==> config.mk <==
export PLATFORM = sky130hd
export DESIGN_NAME = mem_stage_flat
export DESIGN_NICKNAME = d
export VERILOG_FILES = /design/src/rtl/mem_stage_pkg.sv /design/src/rtl/mem_stage_if.sv /design/src/rtl/mem_stage_load_align.sv /design/src/rtl/mem_stage.sv /design/src/flat_wrapper.sv
export SDC_FILE = /design/constraint.sdc
export NUM_CORES = 1
export LEC_CHECK = 0
export BUFFER_PORTS_ARGS = -buffer_cell sky130_fd_sc_hd__buf_2
export CORE_UTILIZATION = 52
export CTS_BUF_LIST = sky130_fd_sc_hd__clkbuf_4 sky130_fd_sc_hd__clkbuf_8 sky130_fd_sc_hd__clkbuf_16
export DETAILED_ROUTE_END_ITERATION = 7
export GPL_TIMING_DRIVEN = 0
export PLACE_DENSITY_LB_ADDON = 0.05
export SETUP_SLACK_MARGIN = 0.4
export SLEW_MARGIN = 20
export SYNTH_ARGS = -nofsm -noshare
export SYNTH_HDL_FRONTEND = slang
export SYNTH_SLANG_ARGS = --single-unit
==> constraint.sdc <==
create_clock -name clk -period 5.7 [get_ports clk]
set_input_delay 1.425 -clock clk [delete_from_list [all_inputs] [get_ports clk]]
set_output_delay 1.425 -clock clk [all_outputs]
set_load 0.02 [all_outputs]
==> src/rtl/mem_stage_pkg.sv <==
// Shared widths, load-op encodings and bus layouts for the MEM stage.
package mem_stage_pkg;

    localparam int ES_TO_MS_BUS_WD = 74;
    localparam int MS_TO_WS_BUS_WD = 70;
    localparam int MS_TO_DS_BUS_WD = 39;

    typedef enum logic [2:0] {
        LD_NONE = 3'b000,
        LD_B    = 3'b001,
        LD_H    = 3'b010,
        LD_W    = 3'b011,
        LD_BU   = 3'b101,
        LD_HU   = 3'b110
    } ld_op_e;

    typedef struct packed {
        logic        mem_req;
        logic [2:0]  ld_op;
        logic        gr_we;
        logic [4:0]  dest;
        logic [31:0] alu_result;
        logic [31:0] pc;
    } es_to_ms_t;

    typedef struct packed {
        logic        gr_we;
        logic [4:0]  dest;
        logic [31:0] final_result;
        logic [31:0] pc;
    } ms_to_ws_t;

    typedef struct packed {
        logic        we_valid;
        logic [4:0]  dest;
        logic        load_pending;
        logic [31:0] final_result;
    } ms_to_ds_t;

endpackage

==> src/rtl/mem_stage_if.sv <==
// EXE->MEM, data-SRAM response, MEM->WB and MEM->ID signals of the MEM stage.
interface mem_stage_if;
    import mem_stage_pkg::*;

    logic                       ms_allowin;
    logic                       es_to_ms_valid;
    logic [ES_TO_MS_BUS_WD-1:0] es_to_ms_bus;
    logic                       data_sram_data_ok;
    logic [31:0]                data_sram_rdata;
    logic                       ws_allowin;
    logic                       ms_to_ws_valid;
    logic [MS_TO_WS_BUS_WD-1:0] ms_to_ws_bus;
    logic [MS_TO_DS_BUS_WD-1:0] ms_to_ds_bus;

    modport slave (
        input  es_to_ms_valid, es_to_ms_bus, data_sram_data_ok, data_sram_rdata, ws_allowin,
        output ms_allowin, ms_to_ws_valid, ms_to_ws_bus, ms_to_ds_bus
    );

    modport master (
        output es_to_ms_valid, es_to_ms_bus, data_sram_data_ok, data_sram_rdata, ws_allowin,
        input  ms_allowin, ms_to_ws_valid, ms_to_ws_bus, ms_to_ds_bus
    );

endinterface

==> src/rtl/mem_stage_load_align.sv <==
// Selects the addressed byte/halfword of a load word and sign- or zero-extends it.
module mem_stage_load_align
    import mem_stage_pkg::*;
(
    input  logic [2:0]  ld_op,
    input  logic [1:0]  offset,
    input  logic [31:0] rd,
    output logic [31:0] load_result
);

    function automatic logic signed [31:0] sext8(input logic signed [7:0] v);
        return 32'(v);
    endfunction

    function automatic logic signed [31:0] sext16(input logic signed [15:0] v);
        return 32'(v);
    endfunction

    logic [7:0]  byte_sel;
    logic [15:0] half_sel;

    always_comb begin
        byte_sel = rd[{offset, 3'b000} +: 8];
        half_sel = offset[1] ? rd[31:16] : rd[15:0];
        case (ld_op)
            LD_B:    load_result = sext8(byte_sel);
            LD_BU:   load_result = {24'd0, byte_sel};
            LD_H:    load_result = sext16(half_sel);
            LD_HU:   load_result = {16'd0, half_sel};
            default: load_result = rd;
        endcase
    end

endmodule

==> src/rtl/mem_stage.sv <==
// MEM pipeline stage: holds one instruction, waits for the data-SRAM response, aligns load data.
module mem_stage
    import mem_stage_pkg::*;
(
    input  logic        clk,
    input  logic        reset,
    mem_stage_if.slave  bus
);

    es_to_ms_t   es_in;
    es_to_ms_t   bus_p0;
    logic        vld_p0;
    logic        resp_seen_p0;
    logic [31:0] rdata_buf_p0;

    logic        ready_go;
    logic        leave;
    logic        buffer_resp;
    logic        allowin;
    logic [31:0] rd;
    logic [31:0] load_result;
    logic [31:0] final_result;
    ms_to_ws_t   ws_out;
    ms_to_ds_t   ds_out;

    assign es_in = es_to_ms_t'(bus.es_to_ms_bus);

    assign ready_go    = ~bus_p0.mem_req | resp_seen_p0 | bus.data_sram_data_ok;
    assign leave       = vld_p0 & ready_go & bus.ws_allowin;
    // A response that cannot be forwarded this cycle is parked until WB accepts.
    assign buffer_resp = vld_p0 & bus_p0.mem_req & bus.data_sram_data_ok & ~bus.ws_allowin;
    assign allowin     = ~vld_p0 | (ready_go & bus.ws_allowin);

    // ---- stage p0: control state ----
    always_ff @(posedge clk or posedge reset) begin
        if (reset) begin
            vld_p0       <= 1'b0;
            resp_seen_p0 <= 1'b0;
        end else begin
            if (allowin) begin
                vld_p0 <= bus.es_to_ms_valid;
            end
            if (leave) begin
                resp_seen_p0 <= 1'b0;
            end else if (buffer_resp) begin
                resp_seen_p0 <= 1'b1;
            end
        end
    end

    // ---- stage p0: datapath registers ----
    always_ff @(posedge clk) begin
        if (bus.es_to_ms_valid & allowin) begin
            bus_p0 <= es_in;
        end
        if (buffer_resp) begin
            rdata_buf_p0 <= bus.data_sram_rdata;
        end
    end

    assign rd = resp_seen_p0 ? rdata_buf_p0 : bus.data_sram_rdata;

    mem_stage_load_align u_align (
        .ld_op       (bus_p0.ld_op),
        .offset      (bus_p0.alu_result[1:0]),
        .rd          (rd),
        .load_result (load_result)
    );

    assign final_result = (bus_p0.ld_op != LD_NONE) ? load_result : bus_p0.alu_result;

    always_comb begin
        ws_out.gr_we        = bus_p0.gr_we;
        ws_out.dest         = bus_p0.dest;
        ws_out.final_result = final_result;
        ws_out.pc           = bus_p0.pc;

        ds_out.we_valid     = vld_p0 & bus_p0.gr_we;
        ds_out.dest         = bus_p0.dest;
        ds_out.load_pending = vld_p0 & (bus_p0.ld_op != LD_NONE) & ~ready_go;
        ds_out.final_result = final_result;
    end

    assign bus.ms_allowin     = allowin;
    assign bus.ms_to_ws_valid = vld_p0 & ready_go;
    assign bus.ms_to_ws_bus   = ws_out;
    assign bus.ms_to_ds_bus   = ds_out;

endmodule
==> src/flat_wrapper.sv <==
// flat-port wrapper written by rule: the top's interface ports become plain ports
module mem_stage_flat import mem_stage_pkg::*;
  (clk, reset, bus_es_to_ms_valid, bus_es_to_ms_bus, bus_data_sram_data_ok, bus_data_sram_rdata, bus_ws_allowin, bus_ms_allowin, bus_ms_to_ws_valid, bus_ms_to_ws_bus, bus_ms_to_ds_bus);
  mem_stage_if bus_i ();
  input  logic clk;
  input  logic reset;
  input wire logic [$bits(bus_i.es_to_ms_valid)-1:0] bus_es_to_ms_valid;
  input wire logic [$bits(bus_i.es_to_ms_bus)-1:0] bus_es_to_ms_bus;
  input wire logic [$bits(bus_i.data_sram_data_ok)-1:0] bus_data_sram_data_ok;
  input wire logic [$bits(bus_i.data_sram_rdata)-1:0] bus_data_sram_rdata;
  input wire logic [$bits(bus_i.ws_allowin)-1:0] bus_ws_allowin;
  output wire logic [$bits(bus_i.ms_allowin)-1:0] bus_ms_allowin;
  output wire logic [$bits(bus_i.ms_to_ws_valid)-1:0] bus_ms_to_ws_valid;
  output wire logic [$bits(bus_i.ms_to_ws_bus)-1:0] bus_ms_to_ws_bus;
  output wire logic [$bits(bus_i.ms_to_ds_bus)-1:0] bus_ms_to_ds_bus;
  assign bus_i.es_to_ms_valid = bus_es_to_ms_valid;
  assign bus_i.es_to_ms_bus = bus_es_to_ms_bus;
  assign bus_i.data_sram_data_ok = bus_data_sram_data_ok;
  assign bus_i.data_sram_rdata = bus_data_sram_rdata;
  assign bus_i.ws_allowin = bus_ws_allowin;
  assign bus_ms_allowin = bus_i.ms_allowin;
  assign bus_ms_to_ws_valid = bus_i.ms_to_ws_valid;
  assign bus_ms_to_ws_bus = bus_i.ms_to_ws_bus;
  assign bus_ms_to_ds_bus = bus_i.ms_to_ds_bus;
  mem_stage u_core (.clk(clk), .reset(reset), .bus(bus_i));
endmodule
Word-level counts from Yosys, hierarchy flattened

Cells that the tools add are included.

Reduce and logical (&&, ||, !) cells: 2
Shift-type cells: 1
Multiplexer cells: 6
Bitwise logic cells: 17
Eq/ne operators: 4

Operators with widths:

| kind                                                            | number |
|---|---|
| 32-bit one-hot mux with 4 select lines                          | 1 |
| 32-bit two-way mux                                              | 2 |
| 32-bit by 6-bit indexed part select with 8-bit output           | 1 |
| 16-bit two-way mux                                              | 1 |
| 1-bit bitwise AND                                               | 10 |
| 3-bit == test, second input constant                            | 2 |
| 1-bit inverter                                                  | 4 |
| 3-bit by 1-bit == test with 1-bit output, second input constant | 1 |
| 3-bit by 2-bit == test with 1-bit output, second input constant | 1 |
| 1-bit OR                                                        | 3 |
| 3-bit nonzero test                                              | 1 |
| 1-bit two-way mux                                               | 2 |
| 2-bit nonzero test                                              | 1 |

Bits of input ports: 111
Register bits after elaboration: 108

Logic depth before layout (Yosys ltp)

Depth after elaboration: 6
Depth in mapped cells: 10
Mapped depth without buffers: 7

Cells and area by module

From an unflattened synthesis, not the netlist that was laid out.

Cells, all modules: 404
Area total of the unflattened synthesis: 5640.4 µm²

By module, submodules not included:

| module               | times used | cells an instance | area each (µm²) |
|---|---|---|---|
| mem_stage            | 1          | 271               | 4677.0 |
| mem_stage_load_align | 1          | 133               | 963.4 |

Worst setup path before layout

OpenSTA, ideal clock, no wires.

Path kind: in2out
Start: input bus_data_sram_rdata[23]
End: output bus_ms_to_ws_bus[56]
Path slack: 1328 ps
Arrival time: 2947 ps
Required time: 4275 ps
Stages on the path: 6
Path through: mux4_2 -> nor2_1 -> o41ai_4 -> nor2_2 -> o21ai_1 -> buf_4

Cells in the longest elaborated chain, start to end: 4

Ends and longest elaborated chain:

| element                                               | line                       | source |
|---|---|---|
| start: declaration                                    | flat_wrapper.sv:10         | `input wire logic [$bits(bus_i.data_sram_rdata)-1:0] bus_data_sram_rdata;` |
| 32-bit two-way mux                                    | mem_stage.sv:61            | `assign rd = resp_seen_p0 ? rdata_buf_p0 : bus.data_sram_rdata;` |
| 32-bit by 6-bit indexed part select with 8-bit output | mem_stage_load_align.sv:23 | `byte_sel = rd[{offset, 3'b000} +: 8];` |
| 32-bit one-hot mux with 4 select lines                | mem_stage_load_align.sv:25 | `case (ld_op)` |
| 32-bit two-way mux                                    | mem_stage.sv:70            | `assign final_result = (bus_p0.ld_op != LD_NONE) ? load_result : bus_p0.alu_result;` |
| end: declaration                                      | flat_wrapper.sv:14         | `output wire logic [$bits(bus_i.ms_to_ws_bus)-1:0] bus_ms_to_ws_bus;` |

No other way between the ends.

Worst setup path after layout

Start: input bus_data_sram_rdata[23]
End: output bus_ms_to_ws_bus[58]

Same word-level chain as after synthesis.

==> impl_metrics.json <==
{
  "status": "complete, no violations",
  "fin_crit_sh_pct": 82.5,
  "critical_path.max_fanout": 9,
  "min_period_ns": 4.70,
  "synthesis.area_mm2": 0.00530,
  "final_common_cell": "buf_2",
  "rsz0062_at_grt": "false",
  "layoutNonFillerInstCount": 780,
  "worst_slew_pin_slew_ns": 0.643,
  "yosysTopAreaCell": "edfxtp_1",
  "cts_hold_buf": 0,
  "grt-ovfl-total": 0,
  "io_buffer_count": 221,
  "min_path_type": "reg2reg",
  "timing.fmax_mhz": 213,
  "postCtsSetupBuffers": 0,
  "cts_resized": 0,
  "maxCapViolations": 0,
  "die_y_um": 103,
  "powerDensity_mw_per_mm2": 283,
  "fin_worst_skew_ns": 0.0104,
  "rows": 36,
  "cts-root-buf": "clkbuf_8",
  "peakVddDrop_uv": 232,
  "slew_viol_final": 0,
  "gp_congestion": 0.872,
  "total_power_mw": 1.93,
  "syn-num-nets": 519,
  "path_clk_slew_ns": 0.09,
  "post-place-cells": 763,
  "critPathKind": "in2out",
  "hold_viol_final": 0,
  "power.leakage_nw": 2.94,
  "grt_pass1_vias": 3770,
  "core_mm2": 0.00982,
  "cts_tree": "built",
  "drt-wirelength-per-cell_um": 16.4,
  "synthCells": 405,
  "h-tree-depth": 3,
  "vias": 3941,
  "async_flop_share_pct": 1.85,
  "netlist_top_cells_area": "edfxtp_1 60%, buf_4 11%, mux4_2 3.8%, mux2_1 3.6%, nand2_1 2.8%",
  "pre_cts_ws_ns": 0.990,
  "drtIter0Drc": 148,
  "die_x_um": 103,
  "synth_seq_cells": 108,
  "synth_edf_count": 106,
  "yosysUniqueCellTypes": 38,
  "slew_headroom_pct": 57.0,
  "start_util_pct": 54.0,
  "wl_um": 12800,
  "num-nets-final": 755,
  "antenna_found_initial": 1,
  "drc": 0,
  "ys_warn_count": 0,
  "drive_gt1_share_pct": 53.6,
  "syn2layout_area_growth_pct": 28.6,
  "rrSetupSlack_ns": 3.35,
  "antenna_left": 0,
  "numCtsBuffers": 9,
  "clkLatencyLatePin_ns": 0.39,
  "viasPerCell": 5.05,
  "synth_top_area_share_pct": 60.0,
  "fillers": 788,
  "crit_path_end_kind": "output port",
  "dp_hpwl_um": 9910,
  "ys.flop_type": "edfxtp_1",
  "cp.required_ns": 4.28,
  "first_pass_iters": 4,
  "start_kind": "input pin",
  "cts_buffer_depth": 2,
  "grtUsageTotal_pct": 24.7,
  "setup_violations": 0,
  "cts.sinks": 108,
  "grt_max_degree": 61,
  "final_cell_mix": "223 x buf_2, 106 x edfxtp_1, 81 x buf_4",
  "syn-mean-instance-area_um2": 13.1,
  "die_area_mm2": 0.0106,
  "setup_slack_ns": 0.998,
  "grt_pass1_wl_um": 18800,
  "ys_seq_area_share_pct": 61.0,
  "io_pins": 222,
  "cp_data_arrival_time_ns": 3.28
}
[worst max-delay path: stages]
cell and delay [ns]:
buf_2 0.11, mux4_2 0.49, nor2_1 0.21, o41ai_4 0.15, nor2_2 0.40, o21ai_1 0.18, buf_4 0.16, buf_2 0.15
[state kept, by name, summed over array words and instances, names as in the netlist]
| register | flops |
|---|---|
| u_core.bus.ms_to_ds_bus | 5 |
| u_core.bus_p0 | 36 |
| u_core.vld_p0 | 1 |
| u_core.bus.ms_to_ws_bus | 33 |
| u_core.resp_seen_p0 | 1 |
| u_core.rdata_buf_p0 | 32 |
[final cells by class]
class	count	area, um^2	share of cell area, %
Antenna cell	1	2.50	0.0367
Timing Repair Buffer	225	1160	17.0
Sequential cell	108	3230	47.4
Multi-Input combinational cell	199	1410	20.6
Inverter	4	15.0	0.220
Clock inverter	5	46.3	0.679
Clock buffer	11	139	2.04
Buffer	94	656	9.61
Tap cell	133	166	2.44
[cell usage after synthesis (all sizes together) (2+ instances only)]
master and count:
a211oi 3, o21ai 46, and3 2, ha 3
a31oi 2, a21oi 24, nand2b 3, mux2i 8
clkbuf 12, buf 82, and2 4, inv 4
dfrtp 2, nand2 40, nor2 13, nor2b 5
mux2 23, edfxtp 106, o31ai 3, mux4 9
[logic make-up (layout without fill, tap and decap cells)]
group	after synthesis	in the layout	synth area share, %
other	0	1	0
muxes	40	40	10.2
adders and majority gates	3	3	0.708
and+or+nand+nor	71	71	5.92
buffers and inverters	98	339	12.6
AOI/OAI and AO/OA	85	85	9.53
DFF	108	108	61.0
[power by group]
| group | leakage [nW] | internal [mW] | switching (mW) | total (mW) |
|---|---|---|---|---|
| registers | 1.01 | 0.920 | 0.0152 | 0.935 |
| clock network | 0.0969 | 0.176 | 0.272 | 0.448 |
| logic | 1.83 | 0.233 | 0.314 | 0.547 |
[per-layer routing]
| metal | wire (um) | vias up | GRT usage (%) |
|---|---|---|---|
| li1 | - | 1879 | - |
| met1 | 4880 | 1846 | 28.6 |
| met2 | 6350 | 198 | 41.1 |
| met3 | 1280 | 18 | 9.42 |
| met4 | 248 | 0 | 10.5 |
| met5 | 0 | - | 0 |
[worst paths after layout]
path                                    startpoint                    to  depth (start not counted)
setup / recovery           bus_data_sram_rdata[23]  bus_ms_to_ws_bus[58]                          8
hold / removal                       u_core.vld_p0   u_core.resp_seen_p0                          1
setup reg to reg               u_core.resp_seen_p0     u_core.bus_p0[37]                          8
hold reg to reg                      u_core.vld_p0   u_core.resp_seen_p0                          1
max in group asynchronous                    reset         u_core.vld_p0                          2
min in group asynchronous                    reset   u_core.resp_seen_p0                          2
[stage by stage]
stage                     hold WS [ns]  setup TNS, ns  util (%)  area, um^2
final                            0.552              0      69.5        6820
after global routing             0.613              0      69.4        6820
after CTS                        0.549              0      69.4        6820
after detailed placement         0.536              0      67.5        6630
after global placement           0.516         -0.141      67.0        6580
after floorplan                  0.475              0         -        5300
Power figures use the tool's default switching activity.
